==> config.mk <==
export PLATFORM = sky130hd
export DESIGN_NAME = acc4_sequencer_flat
export DESIGN_NICKNAME = d
export VERILOG_FILES = /design/src/rtl/add4_pkg.sv /design/src/rtl/acc4_sequencer_if.sv /design/src/rtl/bit_4_adder.sv /design/src/rtl/acc4_sequencer.sv /design/src/flat_wrapper.sv
export SDC_FILE = /design/constraint.sdc
export NUM_CORES = 1
export LEC_CHECK = 0
export CAP_MARGIN = 25
export CORE_MARGIN = 2
export CORE_UTILIZATION = 40
export DETAILED_ROUTE_END_ITERATION = 10
export MAX_ROUTING_LAYER = met4
export PLACE_DENSITY = 0.7
export SETUP_SLACK_MARGIN = 0.5
export SLEW_MARGIN = 10
export SYNTH_ARGS = -nofsm -noshare
export SYNTH_HDL_FRONTEND = slang
export SYNTH_SLANG_ARGS = --single-unit
==> constraint.sdc <==
create_clock -name clk -period 2.85 [get_ports clk]
set_clock_uncertainty 0.15 [all_clocks]
set_input_delay 0.57 -clock clk [delete_from_list [all_inputs] [get_ports clk]]
set_output_delay 0.57 -clock clk [all_outputs]
set_load 0.01 [all_outputs]
==> src/rtl/add4_pkg.sv <==
// add4_pkg: shared types and constants for the burst accumulator.
//   state_t   - sequencer FSM states
//   N_OPS_DEF - default number of operands per burst
//   nibble_t  - 4-bit operand / sum type
package add4_pkg;
    typedef enum logic [1:0] {IDLE, ACCUM, DONE} state_t;
    localparam int N_OPS_DEF = 4;
    typedef logic [3:0] nibble_t;
endpackage

==> src/rtl/acc4_sequencer_if.sv <==
// acc4_sequencer_if: operand input and result output handshakes.
//   in_data/in_valid/in_ready              - operand stream into the sequencer
//   out_sum/out_carry_cnt/out_overflow,
//   out_valid/out_ready                    - burst result stream out of it
//   master: the side that feeds operands and consumes results
//   slave:  the sequencer itself
interface acc4_sequencer_if
    import add4_pkg::*;
#(
    parameter int CW = 3
);
    nibble_t       in_data;
    logic          in_valid;
    logic          in_ready;
    nibble_t       out_sum;
    logic [CW-1:0] out_carry_cnt;
    logic          out_overflow;
    logic          out_valid;
    logic          out_ready;

    modport master (
        output in_data, in_valid, out_ready,
        input  in_ready, out_sum, out_carry_cnt, out_overflow, out_valid
    );

    modport slave (
        input  in_data, in_valid, out_ready,
        output in_ready, out_sum, out_carry_cnt, out_overflow, out_valid
    );
endinterface

==> src/rtl/bit_4_adder.sv <==
// bit_4_adder: 4-bit adder with carry out.
//   A, B  - operands
//   SUM   - low 4 bits of A+B
//   C_out - carry out of bit 3
module bit_4_adder
    import add4_pkg::*;
(
    input  nibble_t A,
    input  nibble_t B,
    output nibble_t SUM,
    output logic    C_out
);
    assign {C_out, SUM} = {1'b0, A} + {1'b0, B};
endmodule

==> src/rtl/acc4_sequencer.sv <==
// acc4_sequencer: sums bursts of N_OPS 4-bit operands and presents the total.
//   clk   - rising-edge clock
//   rst_n - asynchronous active-low reset
//   bus   - slave side of acc4_sequencer_if (operand in, result out)
// The total is reported as out_sum (low nibble) plus out_carry_cnt, the count
// of adder carries, which equals the upper bits of the total.
module acc4_sequencer
    import add4_pkg::*;
#(
    parameter int N_OPS = N_OPS_DEF,
    parameter int CW    = $clog2(N_OPS + 1)
) (
    input logic             clk,
    input logic             rst_n,
    acc4_sequencer_if.slave bus
);
    localparam int OW = $clog2(N_OPS + 1);

    state_t        state;
    nibble_t       acc;
    nibble_t       sum;
    nibble_t       out_sum_q;
    logic          c_out;
    logic          in_ready_q;
    logic          out_valid_q;
    logic          out_ovf_q;
    logic [CW-1:0] carry_cnt;
    logic [CW-1:0] carry_nxt;
    logic [CW-1:0] out_carry_q;
    logic [OW-1:0] op_cnt;
    logic          accept;
    logic          last;

    bit_4_adder u_add (
        .A     (acc),
        .B     (bus.in_data),
        .SUM   (sum),
        .C_out (c_out)
    );

    assign carry_nxt = carry_cnt + CW'(c_out);
    assign accept    = bus.in_valid && in_ready_q;
    assign last      = op_cnt == OW'(N_OPS - 1);

    // Result registers are separate from the accumulator so the out_* ports
    // stay at zero while a burst is still being summed.
    always_ff @(posedge clk or negedge rst_n) begin
        if (!rst_n) begin
            state       <= IDLE;
            acc         <= '0;
            carry_cnt   <= '0;
            op_cnt      <= '0;
            in_ready_q  <= 1'b1;
            out_valid_q <= 1'b0;
            out_sum_q   <= '0;
            out_carry_q <= '0;
            out_ovf_q   <= 1'b0;
        end else if (state == DONE) begin
            if (bus.out_ready) begin
                state       <= IDLE;
                acc         <= '0;
                carry_cnt   <= '0;
                op_cnt      <= '0;
                in_ready_q  <= 1'b1;
                out_valid_q <= 1'b0;
                out_sum_q   <= '0;
                out_carry_q <= '0;
                out_ovf_q   <= 1'b0;
            end
        end else if (accept) begin
            acc         <= sum;
            carry_cnt   <= carry_nxt;
            op_cnt      <= op_cnt + 1'b1;
            state       <= last ? DONE : ACCUM;
            in_ready_q  <= !last;
            out_valid_q <= last;
            if (last) begin
                out_sum_q   <= sum;
                out_carry_q <= carry_nxt;
                out_ovf_q   <= |carry_nxt;
            end
        end
    end

    assign bus.in_ready      = in_ready_q;
    assign bus.out_valid     = out_valid_q;
    assign bus.out_sum       = out_sum_q;
    assign bus.out_carry_cnt = out_carry_q;
    assign bus.out_overflow  = out_ovf_q;
endmodule

==> src/flat_wrapper.sv <==
// flat-port wrapper written by rule: the top's interface ports become plain ports
module acc4_sequencer_flat import add4_pkg::*;
#(
    parameter int N_OPS = N_OPS_DEF,
    parameter int CW    = $clog2(N_OPS + 1)
)
  (clk, rst_n, bus_in_data, bus_in_valid, bus_out_ready, bus_in_ready, bus_out_sum, bus_out_carry_cnt, bus_out_overflow, bus_out_valid);
  acc4_sequencer_if #(.CW(CW)) bus_i ();
  input logic clk;
  input logic rst_n;
  input wire logic [$bits(bus_i.in_data)-1:0] bus_in_data;
  input wire logic [$bits(bus_i.in_valid)-1:0] bus_in_valid;
  input wire logic [$bits(bus_i.out_ready)-1:0] bus_out_ready;
  output wire logic [$bits(bus_i.in_ready)-1:0] bus_in_ready;
  output wire logic [$bits(bus_i.out_sum)-1:0] bus_out_sum;
  output wire logic [$bits(bus_i.out_carry_cnt)-1:0] bus_out_carry_cnt;
  output wire logic [$bits(bus_i.out_overflow)-1:0] bus_out_overflow;
  output wire logic [$bits(bus_i.out_valid)-1:0] bus_out_valid;
  assign bus_i.in_data = bus_in_data;
  assign bus_i.in_valid = bus_in_valid;
  assign bus_i.out_ready = bus_out_ready;
  assign bus_in_ready = bus_i.in_ready;
  assign bus_out_sum = bus_i.out_sum;
  assign bus_out_carry_cnt = bus_i.out_carry_cnt;
  assign bus_out_overflow = bus_i.out_overflow;
  assign bus_out_valid = bus_i.out_valid;
  acc4_sequencer #(.N_OPS(N_OPS), .CW(CW)) u_core (.clk(clk), .rst_n(rst_n), .bus(bus_i));
endmodule
==> results by group, run 1 <==
Run status
  • Status: finished clean

Setup path
  • Reg-to-reg critical path endpoint: u_core.bus.out_overflow
  • Crit. End Element: flip-flop
  • Worst stage delay on the critical path: 410 ps
  • Reg2reg path depth: 10
  • CP Max Fanout: 2
  • Slowest library cell on the worst path: clkdlybuf4s50_1
  • Worst reg-to-reg setup slack: about 400 ps
  • Ordered cell list for the critical path: clkdlybuf4s50_1 > ha_1 > o21ai_1 > nand2b_1 > ha_2 > ha_4 > xor2_2 > or3_1 > a32o_1
  • Crit Path Category: input pin to flip-flop
  • CP Launch Type: input pin
  • Worst path required time: roughly 2900 ps
  • Worst r2r src: u_core.acc[0]
  • CP Data Arrival Time: 2510 ps

Detailed routing
  • DRC errors left: 0
  • Drt pass-1 iters: 4
  • DRT iter0 DRCs: 14
  • Via Count: around 790
  • DRT antenna net count: 0
  • Routed wire length: roughly 2200 um
  • Vias per cell: 5.33
  • WL per Instance: approximately 14 um

Layout
  • Fin cells: 149
  • Fill cell count: around 220
  • Share of cells above drive strength 1: 25.2%
  • Nets: about 140
  • Synth-to-layout area growth: 32.2%
  • # diodes: 0

STA
  • Worst hold slack: 340 ps
  • Measured slew at the worst slew-check pin: about 1100 ps
  • Slew HR: between 20 and 30%
  • Fmax: just over 0.4 GHz
  • # setup viols final: 0
  • Min Tclk post-route: about 2500 ps
  • Sum of negative setup slack: 0 ps
  • Fin. Hold Viols: 0
  • Tcrit/Tclk final: a little under nine tenths
  • Slew Viols, Final: 0
  • RSZ-0062 raised after global routing: yes

Clock tree
  • H-tree levels: 1
  • Root buf cell: clkbuf_4
  • TritonCTS clock tree: yes
  • Clock Latency Late Sink: a little over 300 ps
  • Cts hold-fix bufs: 0
  • Clock transition at path regs: around 120 ps
  • Num CTS Buffers: 3
  • Clock Path Buffers: 2
  • Clock Sink Count: 21

Yosys
  • Synth async-reset ratio: between 90% and 100%
  • Synth area leaders: dfrtp_1 47%, ha_1 9.3%, a22o_1 4.9%, a21o_1 3.5%, and4_1 3.3%
  • Synthesized instance count: 90
  • Mapped cell area: ~1100 um^2
  • Yosys warning count: 0
  • Top post-synthesis cells by count: 20 x dfrtp_1, 8 x ha_1, 6 x a22o_1
  • Biggest area consumer among synthesized cells: dfrtp_1
  • Register area share after synthesis: 49.2%
  • Count leader, synth: dfrtp_1
  • Post-synth cell types: 31
  • Syn Area/Cell: ~12 um^2
  • Ys flop type: dfrtp_1
  • Post-synth EDFFs: 0
  • Register bit count reported by yosys: 21
  • Yosys top cell area share: a little under half
  • Mapped Nets: approximately 110

Job
  • Max-capacitance violation count: 0

Power and ir drop
  • Total Power: roughly 470 uW
  • Leak: 0.710 nW
  • VDD IR max: roughly 0.25 mV
  • Pwr dens: roughly 330 nW/um^2

Worst hold path
  • Number of cells on the worst hold path: 1
  • Worst hold-check path type: flip-flop to flip-flop
  • Hold Path Sink: u_core.bus.out_sum[0]
  • Hold Path Origin: u_core.bus.out_sum[0]

GRT
  • Tot GR Track Use: 15.2%
  • Largest net degree at the start of global routing: 22
  • Grt ovf: 0
  • First-pass GRT wire length: between 3000 and 4000 um
  • Initial antenna violation count: 0
  • Vias in the first global route: between 700 and 800

Die
  • Die Span X: 55.7 um
  • Die area: roughly 3100 um^2
  • Core ar.: about 2500 um^2
  • Row cnt: 18
  • Die Height: roughly 56 um
  • Initial core utilization: 42.8%
  • I/O Pins: 18

Place
  • Port-buffer cells: 17
  • GP Congestion: approximately 0.73
  • Placed instance count: ~140
metrics by stage:
| stage | area, um^2 | setup WS (ps) | util (%) |
|---|---|---|---|
| 3_3_place_gp | 1330 | -263 | 53.2 |
| 5_1_grt | 1420 | 327 | 56.7 |
| 6_report | 1420 | 391 | 56.7 |
| 4_1_cts | 1360 | 340 | 54.6 |
| 3_5_place_dp | 1330 | -289 | 53.2 |
| 2_1_floorplan | 1100 | 334 | - |
critical path, delay by kind of cell:
kind	cells	cell delay [ps]
adders and majority gates	3	670
xor gates and xnor gates	1	140
AOI/OAI and AO/OA	2	340
buffers and inverters	1	410
and+or+nand+nor	2	380
kinds of logic (layout without fill, tap and decap cells):
family	Yosys count	in the layout	share of synthesized area (%)
simple gates	22	22	13.0
mux	3	3	3.74
flops	21	21	49.2
fa+ha+maj	9	9	11.2
compound gates	23	23	16.5
buf+inv	9	38	3.97
xor+xnor	3	3	2.45
metal layers:
| layer | track usage, % | share of wire (%) | vias up |
|---|---|---|---|
| met3 | 4.88 | 3.7 | 0 |
| met4 | 1.05 | 0 | 0 |
| met5 | - | 0 | - |
| li1 | - | - | 382 |
| met1 | 19.2 | 48 | 396 |
| met2 | 25.0 | 48 | 16 |
what timing repair did:
item / CTS / global route
endpoints found under the setup margin: 7 / 4
pin swaps: 8 / 5
resized for setup: 7 / 5
buffers inserted: 1 / 5
hold endpoints to repair: 0 / 0
final cells by class:
| cell class | instances | area, um^2 | area share, % |
|---|---|---|---|
| Multi-Input combinational cell | 60 | 543 | 38.3 |
| Sequential cell | 21 | 527 | 37.2 |
| Timing Repair Buffer | 29 | 264 | 18.6 |
| Tap cell | 30 | 37.5 | 2.65 |
| Clock buffer | 4 | 26.3 | 1.86 |
| Inverter | 5 | 18.8 | 1.33 |
how the worst max path moves through the flow:
stage,to,from,cells after the start
after floorplan,u_core.bus.out_overflow,bus_in_data[0],10
after global placement,u_core.bus.out_overflow,bus_in_data[0],11
after detailed placement,u_core.bus.out_overflow,bus_in_data[0],11
after CTS,u_core.bus.out_overflow,u_core.acc[0],11
after global routing,u_core.bus.out_overflow,u_core.acc[0],10
final,u_core.bus.out_overflow,bus_in_data[3],9
cells in the final DEF (no fill, tap or decap), types with 3 or more instances in the layout:
master,netlist,final
nor2_1,4,4
inv_1,5,3
ha_1,8,5
a22o_1,6,6
nand2_1,5,5
buf_4,0,9
dfrtp_1,20,20
and4_1,4,4
a21o_1,5,5
o21ai_0,5,4
buf_6,1,3
clkbuf_4,0,3
clkdlybuf4s50_1,0,14
where the power goes:
group / internal (mW) / switching (mW)
clock network: 0.0546 / 0.0904
logic: 0.0127 / 0.0124
registers: 0.298 / 0
flip-flops by register name, indices dropped and copies added (netlist names):
signal and cells:
u_core.bus.in_ready 1, u_core.bus.out_sum 4, u_core.op_cnt 3, u_core.state 2
u_core.carry_cnt 3, u_core.bus.out_overflow 1, u_core.bus.out_carry_cnt 3, u_core.acc 4
Power figures use the tool's default switching activity.
==> run 2, diff against run 1 <==
CORE_MARGIN = not set   (was 2)
CTS_CLUSTER_DIAMETER = 80   (was not set)
==> run 2 against run 1 <==
Maximum frequency is 0.75% higher. Hold slack got worse by 4.9 ps. Non-clock buffer count rose by 2. Via count increased by 3.9%. Worst setup slack better by 18 ps. Combinational power up 3%. Routed wire length increased by 1.4%. Clock-buffer cell count unchanged. Sequential cell count stayed put. Critical path depth up 1. Sequential power about the same.
==> results by group, run 2 (synthesis gave the netlist of run 1 again) <==
Run status
  • Status: finished clean (unchanged)

Power and ir drop
  • Leak: 0.717 nW (was 0.710 nW)
  • Pwr dens: 325 nW/um^2 (was 330 nW/um^2)
  • VDD IR max: 0.201 mV (was 0.253 mV)

Detailed routing
  • DRC errors left: 0 (unchanged)
  • Drt pass-1 iters: 4 (unchanged)
  • WL per Instance: 14.5 um (was 14.4 um)
  • Routed wire length: 2180 um (was 2150 um)
  • Via Count: 825 (was 794)
  • Vias per cell: 5.46 (was 5.33)
  • DRT antenna net count: 0 (unchanged)
  • DRT iter0 DRCs: 16 (was 14)

Layout
  • Reg area: 527 um^2 (unchanged)
  • Synth-to-layout area growth: 34.3% (was 32.2%)
  • Fill cell count: 198 (was 219)
  • Nets: 139 (was 137)
  • Area taken by multi-input logic gates: 558 um^2 (was 543 um^2)
  • Final instance area: 1440 um^2 (was 1420 um^2)
  • Commonest non-fill, non-tap cell in the layout: dfrtp_1 (unchanged)
  • Util after Layout: 57.6% (was 56.7%)
  • # diodes: 0 (unchanged)
  • Share of cells above drive strength 1: 28.1% (was 25.2%)
  • Most frequent cells in the layout: 20 x dfrtp_1, 13 x clkdlybuf4s50_1, 13 x buf_4 (was 20 x dfrtp_1, 14 x clkdlybuf4s50_1, 9 x buf_4)

Setup path
  • Worst stage delay on the critical path: 390 ps (was 410 ps)
  • Crit. End Element: flip-flop (unchanged)
  • CP startpoint: bus_in_data[1] (was bus_in_data[3])
  • Critical path depth in cells: 10 (was 9)
  • Worst r2r src: u_core.acc[0] (unchanged)
  • Slowest library cell on the worst path: fa_2 (was clkdlybuf4s50_1)
  • Setup crit end: u_core.bus.out_overflow (unchanged)
  • Delay-heaviest family, CP: adder cells (unchanged)
  • CP Launch Type: input pin (unchanged)
  • Buf+Inv Stages, Crit Path: 2 (was 1)
  • Reg2reg path depth: 10 (unchanged)
  • Worst path required time: 2900 ps (about the same)
  • CP Data Arrival Time: 2490 ps (was 2510 ps)
  • Worst reg-to-reg setup slack: 420 ps (was 410 ps)
  • Crit Path Category: input pin to flip-flop (unchanged)
  • Ordered cell list for the critical path: dlygate4sd2_1 > inv_2 > fa_2 > nor2b_2 > o21ai_1 > nand2b_1 > ha_2 > ha_4 > or3_1 > a32o_1 (was clkdlybuf4s50_1 > ha_1 > o21ai_1 > nand2b_1 > ha_2 > ha_4 > xor2_2 > or3_1 > a32o_1)
  • Reg-to-reg critical path endpoint: u_core.bus.out_overflow (unchanged)
  • CP Max Fanout: 2 (unchanged)

GRT
  • Grt ovf: 0 (unchanged)
  • Tot GR Track Use: 17.6% (was 15.2%)
  • First-pass GRT wire length: 3510 um (was 3630 um)
  • Initial antenna violation count: 0 (unchanged)
  • Largest net degree at the start of global routing: 22 (unchanged)
  • Vias in the first global route: 790 (was 787)

Die
  • Die Span X: 53.7 um (was 55.7 um)
  • Row cnt: 18 (unchanged)
  • Die Height: 53.7 um (was 55.7 um)
  • Core ar.: 2500 um^2 (unchanged)
  • Initial core utilization: 42.8% (unchanged)
  • Die area: 2890 um^2 (was 3110 um^2)
  • I/O Pins: 18 (unchanged)

STA
  • RSZ-0062 raised after global routing: yes (unchanged)
  • Min Tclk post-route: 2440 ps (was 2460 ps)
  • Sum of negative setup slack: 0 ps (unchanged)
  • Fmax: 0.410 GHz (was 0.407 GHz)
  • Slew HR: 29.0% (was 28.5%)
  • Worst hold slack: 336 ps (was 340 ps)
  • Fin. Hold Viols: 0 (unchanged)
  • # setup viols final: 0 (unchanged)
  • Slew Viols, Final: 0 (unchanged)
  • Tcrit/Tclk final: 85.6% (was 86.3%)
  • Measured slew at the worst slew-check pin: 1060 ps (was 1070 ps)

Clock tree
  • Clock Latency Late Sink: 300 ps (was 310 ps)
  • Clock transition at path regs: 110 ps (was 120 ps)
  • H-tree levels: 1 (unchanged)
  • Num CTS Buffers: 3 (unchanged)
  • Clock Path Buffers: 2 (unchanged)
  • Clock Sink Count: 21 (unchanged)
  • TritonCTS clock tree: yes (unchanged)
  • Root buf cell: clkbuf_4 (unchanged)

Place
  • Final HPWL DP: approximately 1400 um
  • Port-buffer cells: 17 (unchanged)
  • Area after DPL: 1350 um^2 (was 1330 um^2)
  • GP Congestion: 0.796 (was 0.731)

Worst hold path
  • Worst hold-check path type: flip-flop to flip-flop (unchanged)

Job
  • Max-capacitance violation count: 0 (unchanged)
==> run 2: worst min-delay path by stage <==
stage / startpoint / endpoint / slack [ps] / cells after the start
after floorplan: rst_n / u_core.acc[0] / 120 / 0
after global placement: u_core.bus.out_sum[0] / u_core.bus.out_sum[0] / 310 / 1
after detailed placement: u_core.bus.out_carry_cnt[0] / u_core.bus.out_carry_cnt[0] / 320 / 1
after CTS: u_core.bus.out_carry_cnt[0] / u_core.bus.out_carry_cnt[0] / 350 / 1
after global routing: u_core.bus.out_carry_cnt[1] / u_core.bus.out_carry_cnt[1] / 370 / 1
final: u_core.bus.out_carry_cnt[0] / u_core.bus.out_carry_cnt[0] / 340 / 1
==> run 2: power by group <==
part	switching, mW	total (mW)	internal (mW)
clock network	0.0892	0.144	0.0545
registers	0	0.298	0.298
logic	0.0131	0.0259	0.0128
==> run 2: area by class of cell <==
| class | instances | share of cell area, % |
|---|---|---|
| clock buffers | 4 | 1.83 |
| multi-input cells | 60 | 38.8 |
| inverters | 5 | 1.30 |
| well taps | 30 | 2.61 |
| flip-flops and latches | 21 | 36.6 |
| repair buffers | 31 | 18.9 |
==> run 2: layer usage <==
metal / global-route usage (%) / vias up / routed length (um)
met1: 21.1 / 417 / 988
li1: - / 384 / -
met2: 29.0 / 20 / 1090
met4: 7.89 / 0 / 23
met5: - / - / 0
met3: 2.54 / 4 / 78
==> run 2: worst register-to-register path, delay by kind of cell, from the launching register on <==
kind | cells | cell delay (ps)
buffers and inverters | 1 | 30
AOI/OAI and AO/OA | 2 | 320
adders and majority gates | 4 | 880
DFF | 1 | 400
and+or+nand+nor | 3 | 540
==> run 2: through the flow <==
stage	setup slack (ps)	power (mW)	cells
2_1_floorplan	334	0.310	90
3_3_place_gp	-245	0.331	141
3_5_place_dp	-279	0.331	141
4_1_cts	389	0.475	148
5_1_grt	335	0.489	151
6_report	409	0.468	151
==> run 2: timing repair <==
action	4_1_cts	5_1_grt
gates cloned	0	0
endpoints found under the setup margin	7	5
gates resized for setup	12	2
pin swaps	9	5
setup buffers	3	3
hold buffers	0	0
==> run 3, diff against run 2 <==
PLACE_DENSITY = 0.73   (was 0.7)
==> run 3 against run 2 <==
Sequential power about the same. Core utilization fell by 0.55 points. Combinational power barely moved. Total power increased by 0.77%. Largest cell class unchanged. Highest routed layer unchanged.
==> results by group, run 3 (synthesis gave the netlist of run 1 again) <==
Power and ir drop
  • VDD IR max: 0.218 mV (was 0.201 mV)
  • Reg power frac: 63.2% (was 63.7%)
  • P_sw: 108 uW (was 102 uW)
  • Pint: 363 uW (was 365 uW)
  • Clock power frac: 31.3% (was 30.7%)
  • Gate power share: 5.4% (was 5.5%)
  • Leak: 0.714 nW (was 0.717 nW)
  • Pwr dens: 331 nW/um^2 (was 325 nW/um^2)
  • Sw Ratio: 23.0% (was 21.9%)

Layout
  • Fin cells: 150 (was 151)
  • Fill cell count: 200 (was 198)
  • Commonest non-fill, non-tap cell in the layout: dfrtp_1 (unchanged)
  • Nets: 138 (was 139)
  • Share of cells above drive strength 1: 26.7% (was 28.1%)
  • Most frequent cells in the layout: 20 x dfrtp_1, 13 x clkdlybuf4s50_1, 12 x buf_4 (was 20 x dfrtp_1, 13 x clkdlybuf4s50_1, 13 x buf_4)
  • Synth-to-layout area growth: 33.1% (was 34.3%)
  • Final instance area: 1430 um^2 (was 1440 um^2)
  • # diodes: 0 (unchanged)

GRT
  • Vias in the first global route: 780 (was 790)
  • Tot GR Track Use: 18.4% (was 17.6%)
  • Initial antenna violation count: 0 (unchanged)
  • First-pass GRT wire length: 3560 um (was 3510 um)
  • Largest net degree at the start of global routing: 22 (unchanged)
  • Grt ovf: 0 (unchanged)

Detailed routing
  • Via Count: 774 (was 825)
  • WL per Instance: 14.8 um (was 14.5 um)
  • Routed wire length: 2230 um (was 2180 um)
  • DRT antenna net count: 0 (unchanged)
  • DRC errors left: 0 (unchanged)
  • Drt pass-1 iters: 4 (unchanged)
  • Vias per cell: 5.16 (was 5.46)
  • DRT iter0 DRCs: 21 (was 16)

Setup path
  • Slowest library cell on the worst path: ha_1 (was fa_2)
  • CP Launch Type: input pin (unchanged)
  • Crit. End Element: flip-flop (unchanged)
  • CP Max Fanout: 2 (unchanged)
  • Crit Path Category: input pin to flip-flop (unchanged)
  • CP Data Arrival Time: 2490 ps (about the same)
  • Worst stage delay on the critical path: 290 ps (was 390 ps)
  • Ordered cell list for the critical path: dlygate4sd2_1 > ha_1 > nor2b_1 > o21ai_1 > nand2b_1 > ha_2 > ha_4 > xor2_2 > buf_4 > buf_6 > and4_1 > a21o_1 (was dlygate4sd2_1 > inv_2 > fa_2 > nor2b_2 > o21ai_1 > nand2b_1 > ha_2 > ha_4 > or3_1 > a32o_1)
  • Worst path required time: 2920 ps (was 2900 ps)

Clock tree
  • H-tree levels: 1 (unchanged)
  • Clock Path Buffers: 2 (unchanged)
  • Root buf cell: clkbuf_4 (unchanged)
  • Num CTS Buffers: 3 (unchanged)
  • Cts hold-fix bufs: 0 (unchanged)
  • Clock Sink Count: 21 (unchanged)
  • Clock Latency Late Sink: 310 ps (was 300 ps)
  • TritonCTS clock tree: yes (unchanged)
  • Clock transition at path regs: 130 ps (was 110 ps)

Die
  • Die Span X: 53.7 um (unchanged)
  • Core ar.: 2500 um^2 (unchanged)
  • Die Height: 53.7 um (unchanged)
  • Die area: 2890 um^2 (unchanged)
  • I/O Pins: 18 (unchanged)
  • Initial core utilization: 42.8% (unchanged)
  • Row cnt: 18 (unchanged)

Job
  • Max-capacitance violation count: 0 (unchanged)

Place
  • Final HPWL DP: 1530 um (was 1440 um)
  • Placed instance count: 141 (unchanged)
  • GP Congestion: 0.775 (was 0.796)
  • Setup slack at placement: -285 ps (was -279 ps)
  • Port-buffer cells: 17 (unchanged)
  • Area after DPL: 1350 um^2 (unchanged)

STA
  • Measured slew at the worst slew-check pin: 1000 ps (was 1060 ps)
  • Slew HR: 33.0% (was 29.0%)
  • RSZ-0062 raised after global routing: yes (unchanged)
  • Fin. Hold Viols: 0 (unchanged)
  • Slew Viols, Final: 0 (unchanged)
  • Tcrit/Tclk final: 85.1% (was 85.6%)
  • # setup viols final: 0 (unchanged)
  • Min Tclk post-route: 2420 ps (was 2440 ps)
  • Fmax: 0.412 GHz (was 0.410 GHz)
  • Final worst slack: 426 ps (was 409 ps)
  • Sum of negative setup slack: 0 ps (unchanged)

Run status
  • Status: finished clean (unchanged)

Worst hold path
  • Worst hold-check path type: flip-flop to flip-flop (unchanged)
run 3: layout make-up:
| class | instances | area (um^2) | area share, % |
|---|---|---|---|
| Timing Repair Buffer | 30 | 263 | 18.4 |
| Sequential cell | 21 | 527 | 37.0 |
| Clock inverter | 1 | 5.00 | 0.351 |
| Tap cell | 30 | 37.5 | 2.63 |
| Clock buffer | 3 | 22.5 | 1.58 |
| Multi-Input combinational cell | 60 | 552 | 38.7 |
| Inverter | 5 | 18.8 | 1.32 |
run 3: critical path, delay by kind of cell:
kind	cells	cell delay (ps)
adders and majority gates	3	650
AOI/OAI and AO/OA	2	270
xor gates and xnor gates	1	140
and+or+nand+nor	3	410
buffers and inverters	3	470
run 3: worst paths after layout:
| path | start | end | depth (start not counted) | slack (ps) |
|---|---|---|---|---|
| hold / removal | u_core.bus.out_sum[0] | u_core.bus.out_sum[0] | 1 | 340 |
| hold reg to reg | u_core.bus.out_sum[0] | u_core.bus.out_sum[0] | 1 | 340 |
| min in group asynchronous | rst_n | u_core.bus.out_carry_cnt[0] | 2 | 440 |
| setup reg to reg | u_core.acc[0] | u_core.bus.out_overflow | 10 | 440 |
| setup / recovery | bus_in_data[2] | u_core.bus.out_carry_cnt[2] | 12 | 430 |
| max in group asynchronous | rst_n | u_core.bus.in_ready | 2 | 1840 |
run 3: power groups by stage:
stage                     combinational, mW  sequential (mW)  clock [mW]
final                                0.0257            0.298       0.148
after global routing                 0.0289            0.298       0.162
after CTS                            0.0262            0.298       0.155
after detailed placement             0.0275            0.304           0
after global placement               0.0268            0.304           0
after floorplan                     0.00582            0.304           0
run 3: layer usage:
layer | wire (um) | track usage [%] | share of wire, % | vias up
met3 | 71 | 3.39 | 3.2 | 2
met5 | 0 | - | 0 | -
li1 | - | - | - | 385
met2 | 1050 | 29.2 | 47 | 15
met4 | 24 | 9.21 | 1.1 | 0
met1 | 1080 | 22.2 | 48 | 372
run 3: timing repair:
| action | 4_1_cts | 5_1_grt |
|---|---|---|
| pin swaps | 10 | 5 |
| resized for setup | 11 | 0 |
| buffers inserted | 2 | 3 |
| cloned | 0 | 0 |
| endpoints found under the setup margin | 7 | 4 |
run 3: per-stage QoR:
| stage | power [mW] | utilization (%) | hold WS (ps) |
|---|---|---|---|
| floorplan | 0.310 | - | 124 |
| global placement | 0.330 | 53.8 | 310 |
| detailed placement | 0.331 | 53.8 | 320 |
| CTS | 0.479 | 56.1 | 350 |
| global route | 0.489 | 57.0 | 355 |
| finish | 0.471 | 57.0 | 342 |
==> RTL edit 1: new RTL, settings of run 1 <==
Reset style: synchronous (`rst_n`), changed in one clocked block. Comments in the files are not updated.
--- a/src/rtl/acc4_sequencer.sv
+++ b/src/rtl/acc4_sequencer.sv
@@ -44,7 +44,7 @@
 
     // Result registers are separate from the accumulator so the out_* ports
     // stay at zero while a burst is still being summed.
-    always_ff @(posedge clk or negedge rst_n) begin
+    always_ff @(posedge clk) begin
         if (!rst_n) begin
             state       <= IDLE;
             acc         <= '0;
Function: differs if rst_n is asserted again (counterexample within 10 cycles, from zero or initial values and one cycle with rst_n low); with rst_n held inactive, the same outputs for 10 cycles.
==> RTL edit 1 against run 1 <==
  * Worst setup slack improved by 0.19 ns
  * Wire length is 2.3% higher
  * Final area fell by 7.6%
  * Sequential cell count unchanged
  * Area after synthesis down 5.1%
  * Sequential share of layout area fell by 5.0 points
  * Via count grew 10%
  * Worst hold slack got worse by 0.025 ns
  * Critical path type unchanged
  * Largest cell class unchanged
Power is not compared: it rests on default switching activity, and its combinational part moved more than twofold at a synthesized area within 25%.
==> RTL edit 1: results <==
export IMPL_multi_input_gates=80
export IMPL_diodes=0
export IMPL_synth_xor_area_share_pct=2.59
export IMPL_synth_flop_cell="dfxtp_1"
export IMPL_final_core_util_pct=53.8
export IMPL_signal_buffers=22
export IMPL_drt_iter0_markers=29
export IMPL_gr_usage_met2_pct=30.3
export IMPL_ys_async_sr_fraction_pct=0
export IMPL_fin_cells=162
export IMPL_synthMuxAreaShare_pct=0
export IMPL_multi_input_area_um2=604
export IMPL_synth_cell_types=34
export IMPL_slew_headroom_pct=64.3
export IMPL_placed_cell_area_um2=1220
export IMPL_synth_nets=127
export IMPL_crit_arrival_ns=2.35
export IMPL_met1_usage_pct=21.4
export IMPL_grt_max_degree=16
export IMPL_ctsResizeCount=11
export IMPL_fin_nets=150
export IMPL_clkCellAreaFrac_pct=2.01
export IMPL_max_stage_delay_ns=0.53
export IMPL_grt_util_met3_pct=3.28
export IMPL_grt_total_usage_pct=17.9
export IMPL_syn_area_per_cell_um2=9.24
export IMPL_yosysSeqAreaShare_pct=41.4
export IMPL_via_per_inst=5.41
export IMPL_drive_gt1_share_pct=19.7
export IMPL_grt_pass1_vias=856
export IMPL_routedWlPerCell_um=13.6
export IMPL_synth_fa_ha_area_share_pct=11.8
export IMPL_bufAreaShareNonClock_pct=15.3
export IMPL_num_fill_cells=221
export IMPL_ys_top_cells_by_area="dfxtp_1, ha_1, nand3_1"
export IMPL_synth_common_cells="dfxtp_1, nand3_1, a21oi_1, nand2_1, ha_1"
export IMPL_grt_pass1_wl_um=3710
export IMPL_dp_slack_ns=-0.108
export IMPL_status="completed"
export IMPL_synth_cells=110
export IMPL_path_max_fanout=4
export IMPL_gp_congestion=0.755
export IMPL_nClkBuffers=4
export IMPL_ff_latch_area_um2=422
export IMPL_synth_compound_area_share_pct=16.4
[RTL edit 1: worst paths after layout]
kind	start	to	slack, ns	cells after the start
worst max-delay path	bus_in_data[3]	u_core.carry_cnt[2]$_SDFFE_PN0P_	0.58	9
worst min-delay path	u_core.op_cnt[2]$_SDFFE_PN0P_	u_core.op_cnt[2]$_SDFFE_PN0P_	0.32	2
worst max register to register	u_core.acc[0]$_SDFFE_PN0P_	u_core.bus.out_overflow$_SDFFE_PN0P_	0.64	10
worst min register to register	u_core.op_cnt[2]$_SDFFE_PN0P_	u_core.op_cnt[2]$_SDFFE_PN0P_	0.32	2
[RTL edit 1: power breakdown]
part / internal, mW / switching (mW)
registers: 0.306 / 0.00924
logic: 0.0499 / 0.0502
clock network: 0.0545 / 0.0871
[RTL edit 1: metal layers]
layer / vias up / routed length [µm]
met1: 415 / 904
met5: - / 0
met2: 26 / 1160
met3: 4 / 110
li1: 432 / -
met4: 0 / 27
==> RTL edit 2: new RTL, flow settings as in run 1 <==
Without the edit above. The package constant `N_OPS_DEF` goes from 4 to 2.
--- a/src/rtl/add4_pkg.sv
+++ b/src/rtl/add4_pkg.sv
@@ -4,7 +4,7 @@
 //   nibble_t  - 4-bit operand / sum type
 package add4_pkg;
     typedef enum logic [1:0] {IDLE, ACCUM, DONE} state_t;
-    localparam int N_OPS_DEF = 4;
+    localparam int N_OPS_DEF = 2;
     typedef logic [3:0] nibble_t;
 endpackage
 
Interface: changed (resized bus_out_carry_cnt); port bits go from 18 to 17. The function was not compared with the original's and may differ.
==> RTL edit 2 against run 1 <==
  * Core utilization shrank 4.6 points
  * Total power fell by 12%
  * Area after synthesis is 14% lower
  * Register-to-register slack better by 0.26 ns
  * Final area shrank 19%
  * Wire length down 18%
  * Sequential cell count down 3
  * Worst setup slack better by 0.20 ns
  * Global-route usage rose by 0.95 points
  * Count of clock-buffer cells in the layout is the same
==> RTL edit 2: results <==
export IMPL_dr_wl_met3_um=93
export IMPL_dp_slack_ns=0.00668
export IMPL_synth_common_cells="dfrtp_1, ha_1, a21o_1, a21oi_1, nand2_1"
export IMPL_gp_congestion=0.689
export IMPL_multi_input_area_um2=444
export IMPL_drt_iter0_markers=9
export IMPL_rrSetupSlack_ns=0.67
export IMPL_synth_nets=90
export IMPL_via_per_inst=5.24
export IMPL_nWellTaps=28
export IMPL_num_fill_cells=201
export IMPL_r2r_end="u_core.bus.out_carry_cnt[1]$_DFFE_PN0P_"
export IMPL_p_per_area_nw_per_um2=360
export IMPL_grt_total_usage_pct=16.1
export IMPL_inv_count=2
export IMPL_place_inst=116
export IMPL_seq_share_pct=39.6
export IMPL_p_leak_nw=0.579
export IMPL_area_delta_synth_final_pct=23.6
export IMPL_grt_max_degree=19
export IMPL_whs_ns=0.333
export IMPL_synth_fa_ha_area_share_pct=10.3
export IMPL_r2r_cells=7
export IMPL_io_buffers=16
export IMPL_drive_gt1_share_pct=22.3
export IMPL_status="completed"
## RTL edit 2: timing repair
item	4_1_cts	5_1_grt
pin swaps	5	0
buffers inserted	2	0
hold buffers	0	0
gates cloned	0	0
resized for setup	3	1
endpoints found under the hold margin	0	0
setup endpoints to repair	4	2
## RTL edit 2: worst max path at each step
stage	slack, ns	to	from
2_1_floorplan	0.50	u_core.bus.out_carry_cnt[1]$_DFFE_PN0P_	bus_in_data[0]
3_3_place_gp	0.03	u_core.bus.out_carry_cnt[1]$_DFFE_PN0P_	bus_in_data[0]
3_5_place_dp	0.007	u_core.bus.out_overflow$_DFFE_PN0P_	bus_in_data[0]
4_1_cts	0.52	u_core.bus.out_carry_cnt[1]$_DFFE_PN0P_	bus_in_data[1]
5_1_grt	0.53	u_core.bus.out_carry_cnt[1]$_DFFE_PN0P_	bus_in_data[0]
6_report	0.59	u_core.bus.out_carry_cnt[1]$_DFFE_PN0P_	bus_in_data[0]
